--- config.mk ---
export PLATFORM = sky130hd
export DESIGN_NAME = div_clk_meter
export DESIGN_NICKNAME = d
export VERILOG_FILES = /design/src/rtl/div_meter_pkg.sv /design/src/rtl/sync_edge_det.sv /design/src/rtl/div_clk_meter.sv
export SDC_FILE = /design/constraint.sdc
export NUM_CORES = 1
export LEC_CHECK = 0
export CORE_AREA = 10 10 83 71
export DETAILED_ROUTE_END_ITERATION = 10
export DIE_AREA = 0 0 93 81
export PLACE_DENSITY_LB_ADDON = 0.12
export SYNTH_ARGS = -nofsm -noshare
export SYNTH_HDL_FRONTEND = slang
export SYNTH_SLANG_ARGS = --single-unit
--- constraint.sdc ---
create_clock -name i_clk -period 2.15 [get_ports i_clk]
set_input_delay 0.43 -clock i_clk [delete_from_list [all_inputs] [get_ports i_clk]]
set_output_delay 0.43 -clock i_clk [all_outputs]
set_load 0.02 [all_outputs]
--- src/rtl/div_meter_pkg.sv ---
// rtl/div_meter_pkg.sv - shared constants and state encoding for the divided-clock period meter
package div_meter_pkg;

   localparam int DEF_CNT_W = 16;

   typedef logic [0:0] state_t;
   localparam state_t ST_IDLE    = 1'b0;
   localparam state_t ST_MEASURE = 1'b1;

endpackage

--- src/rtl/sync_edge_det.sv ---
// rtl/sync_edge_det.sv - 2-FF synchronizer with registered level and rise/fall pulses
module sync_edge_det (
   input  logic i_clk,
   input  logic i_rst,
   input  logic i_sig,
   output logic sig_sync,
   output logic rise,
   output logic fall
);

   logic meta;
   logic sync_q;
   logic edge_q;

   always_ff @(posedge i_clk) begin
      if (i_rst) begin
         meta   <= 1'b0;
         sync_q <= 1'b0;
         edge_q <= 1'b0;
      end else begin
         meta   <= i_sig;
         sync_q <= meta;
         edge_q <= sync_q;
      end
   end

   assign sig_sync = sync_q;
   assign rise     = sync_q & ~edge_q;
   assign fall     = ~sync_q & edge_q;

endmodule

--- src/rtl/div_clk_meter.sv ---
// rtl/div_clk_meter.sv - measures period (and high time with DIV_METER_DUTY_EN) of an async divided clock
module div_clk_meter
   import div_meter_pkg::*;
#(
   parameter int          CNT_W      = DEF_CNT_W,
   parameter int unsigned MAX_PERIOD = (2 ** CNT_W) - 1
) (
   input  logic             i_clk,
   input  logic             i_rst,
   input  logic             i_sig,
   output logic [CNT_W-1:0] o_period,
   output logic [CNT_W-1:0] o_high,
   output logic             o_valid,
   output logic             o_locked,
   output logic             o_timeout
);

   localparam logic [CNT_W-1:0] MAX_CNT = CNT_W'(MAX_PERIOD);
   localparam logic [CNT_W-1:0] ONE     = CNT_W'(1);

   logic             sig_sync;
   logic             rise;
   logic             fall;
   state_t           state;
   logic [CNT_W-1:0] cnt;
   logic             have_prev;
   logic             unused_sig;

   sync_edge_det u_sync (
      .i_clk    (i_clk),
      .i_rst    (i_rst),
      .i_sig    (i_sig),
      .sig_sync (sig_sync),
      .rise     (rise),
      .fall     (fall)
   );

   assign unused_sig = ^{fall, sig_sync};

   // A rise on the cycle cnt reaches MAX_CNT is a valid period, not a timeout.
   always_ff @(posedge i_clk) begin
      if (i_rst) begin
         state     <= ST_IDLE;
         cnt       <= '0;
         have_prev <= 1'b0;
         o_period  <= '0;
         o_valid   <= 1'b0;
         o_locked  <= 1'b0;
         o_timeout <= 1'b0;
      end else begin
         o_valid   <= 1'b0;
         o_timeout <= 1'b0;
         if (state == ST_IDLE) begin
            have_prev <= 1'b0;
            if (rise) begin
               cnt   <= ONE;
               state <= ST_MEASURE;
            end
         end else begin
            if (rise) begin
               o_period  <= cnt;
               o_valid   <= 1'b1;
               o_locked  <= have_prev && (cnt == o_period);
               have_prev <= 1'b1;
               cnt       <= ONE;
            end else if (cnt == MAX_CNT) begin
               o_timeout <= 1'b1;
               o_locked  <= 1'b0;
               have_prev <= 1'b0;
               state     <= ST_IDLE;
            end else begin
               cnt <= cnt + ONE;
            end
         end
      end
   end

`ifdef DIV_METER_DUTY_EN
   logic [CNT_W-1:0] hcnt;

   always_ff @(posedge i_clk) begin
      if (i_rst) begin
         hcnt   <= '0;
         o_high <= '0;
      end else if (rise) begin
         if (state == ST_MEASURE) begin
            o_high <= hcnt;
         end
         hcnt <= ONE;
      end else if (state == ST_MEASURE && sig_sync && hcnt != MAX_CNT) begin
         hcnt <= hcnt + ONE;
      end
   end
`else
   assign o_high = '0;
`endif

endmodule

==> run_results.csv <==
group,metric,value,unit
clock_network,cts_setup_buffers,0,
clock_network,cts_made_buffers,5,
synth,asyncSetResetFlopFracSynth,0,
clock_network,h-tree-depth,2,
clock_network,cts-resized-gates,0,
clock_network,cts-root-buf,"clkbuf_8",
detailed_routing,viasPerCell,5.20,
global_route,grt_pass1_vias,1596,
timing,min_period_over_period,0.886,
setup_path,r2r_end,"o_locked",
pwr,powerDensity,585,nW/um^2
die,io_pins,38,
final_layout,num_antenna_cells,0,
synth,synth_edf_count,0,
pwr,switching_power,0.340,mW
setup_path,crit_required,2.34,ns
final_layout,finish.utilization,0.537,
detailed_routing,dr.pass1.iters,4,
clock_network,clk_latency,0.30,ns
placement,gp_congestion,0.803,
timing,setup_slack,0.246,ns
placement,portBuffers,21,
synth,netlist_area,2040,um^2
detailed_routing,drt-initial-drc-count,84,
synth,synth.ff_latch_count,40,
setup_path,reg2reg_slack,0.25,ns
pwr,leakage,0.907,nW
timing,final_max_slew_viol_count,0,
pwr,clockPowerShare,0.395,
synth,synth-seq-area-share,0.392,
timing,min_period,1.90,ns
synth,synth_area_per_cell,8.48,um^2
global_route,grt_start_max_net_pins,15,
setup_path,cp-start-kind,"flip-flop",
pwr,swShare,0.249,
global_route,grt_pass1_wl,8.14,mm
synth,synthTopCellsByArea,"dfxtp_1 (39%), nand2_1 (7.3%), a21oi_1 (6.6%)",
global_route,grt_overflow,0,
die,dieArea,7530,um^2
die,die_w,93,um
timing,setup_violations,0,
setup_path,r2r.worst_path.cells,5,
synth,synth_top_area_cell,"dfxtp_1",
pwr,power_frac_comb,0.054,
final_layout,multiInputGateArea,1060,um^2
placement,numPlacedInstances,317,
detailed_routing,wl,4.80,mm
global_route,antenna_found_initial,0,
die,die_h,81,um
final_layout,fillCellCount,431,
synth,synth_cell_types,45,
synth,syn_inst,241,
final_layout,nNetsFinal,268,
synth,yosysWarnings,0,
timing,finalHoldViolations,0,
detailed_routing,drt.antenna.violating_nets,0,
setup_path,endpoint_kind,"flip-flop",
setup_path,critical_path.max_fanout,7,
setup_path,crit_chain,"ha_1 -> nand4_1 -> or4_4 -> a2bb2oi_1 -> o21ai_0",
pwr,finalPower,1.36,mW
final_layout,mostFrequentLayoutCells,"nand2_1 (40), dfxtp_1 (40), a21oi_1 (27), clkdlybuf4s50_1 (21), conb_1 (16)",
detailed_routing,wl_per_cell,14.8,um
synth,ys.flop_type,"dfxtp_1",
final_layout,area_delta_synth_final,14.2,%
worst_hold_path,hp-class,"flip-flop to flip-flop",
setup_path,timing.critical_path.buf_inv,0,
clock_network,clock_sinks,40,
setup_path,path_class,"flip-flop to flip-flop",
flow_run,maxCapViolCount,0,
clock_network,clock_path_buffers,2,
clock_network,postCtsHoldBufs,0,
detailed_routing,vias,1691,
timing,rsz0062_at_grt,"no",
timing,fmax,0.525,GHz
worst_hold_path,hold_path_depth,1,
synth,netlist.area_leader.share,0.392,
worst_hold_path,hold_path_end,"u_sync.sig_sync",
setup_path,crit_family,"simple AND/OR/NAND/NOR gates",
detailed_routing,drcViolationCount,0,
global_route,grt_usage,0.137,
placement,post-dp-hpwl,3.66,mm
clock_network,clkSlewWorstSetupHoldPaths,0.08,ns
final_layout,ff_latch_area,801,um^2
worst_hold_path,hp-start,"u_sync.meta",
clock_network,cts_tree,"built",
timing,setup-tns-final,0,ns
final_layout,final_cells,325,
setup_path,crit_arrival,2.09,ns
pwr,intPower,1.03,mW
setup_path,slowest_stage,"or4_4",
pwr,seqPwrFrac,0.551,
die,row_count,22,
final_layout,stdcell_area,2330,um^2
die,initial_core_util,0.470,
status,status,"finished clean",
pwr,peakVddDrop,0.000555,V
setup_path,r2r-start,"cnt[0]",
placement,place_ws,0.258,ns
final_layout,layout-drive-gt1-share,0.121,
die,core_area,4350,um^2
setup_path,slowest_delay,0.56,ns
timing,finClkSkew,0.00698,ns
timing,worst_hold_slack,0.440,ns
placement,post_dp_cell_area,2240,um^2
==> metal layers <==
metal / track usage / share of wire / vias up
met5: 0 / 0 / -
met4: 0.0508 / 0.012 / 0
met3: 0.0535 / 0.087 / 5
met2: 0.200 / 0.43 / 54
met1: 0.177 / 0.47 / 778
li1: - / - / 854
==> power groups by stage <==
stage	clock, mW	combinational (mW)	sequential [mW]
after global placement	0	0.0726	0.770
after CTS	0.556	0.0730	0.752
final	0.539	0.0740	0.752
after detailed placement	0	0.0731	0.770
after global routing	0.582	0.0815	0.754
after floorplan	0	0.0825	0.768
==> sequential cells by signal, indices dropped and copies added, names as in the netlist <==
| register | cells |
|---|---|
| u_sync.edge_q | 1 |
| o_locked | 1 |
| o_period | 16 |
| u_sync.meta | 1 |
| cnt | 16 |
| o_timeout | 1 |
| have_prev | 1 |
| o_valid | 1 |
| state | 1 |
| u_sync.sig_sync | 1 |
==> worst max-delay path by stage <==
stage / from / to / depth (start not counted) / slack [ns]
floorplan: cnt[0] / o_locked / 5 / 0.48
global placement: cnt[0] / o_locked / 5 / 0.30
detailed placement: i_rst / cnt[6] / 3 / 0.26
CTS: cnt[0] / o_locked / 5 / 0.28
global route: cnt[0] / o_locked / 5 / 0.14
finish: cnt[0] / o_locked / 5 / 0.25
==> kinds of logic (layout without fill, tap and decap cells) <==
group	after synthesis	in the layout	share of synthesized area
fa+ha+maj	1	1	0.00612
flops	40	40	0.392
simple gates	98	98	0.260
compound gates	50	50	0.145
mux	2	2	0.00980
other cells	1	16	0.00184
xor+xnor	16	16	0.0686
buf+inv	33	42	0.117
==> synth_stat cells, drive strengths merged, types with 2 or more instances <==
cell and n:
nand3 8, o211a 2, nand2 40, mux2i 2, nor2b 4, nor2 7, o21ai 11, nand4 9
a21oi 27, nor3 3, a31oi 2, clkbuf 6, buf 25, xor2 15, or4 2, or3 12
nor4 6, nand2b 2, dfxtp 40, inv 2
==> final cells by class <==
type / instances / share of cell area
inverter: 2 / 0.00322
clock buffer: 6 / 0.0354
timing repair buffer: 32 / 0.125
sequential: 40 / 0.343
tap: 60 / 0.0322
clock inverter: 2 / 0.00643
multi-input combinational: 183 / 0.454
Note: power is estimated with default switching activity, not from simulation.
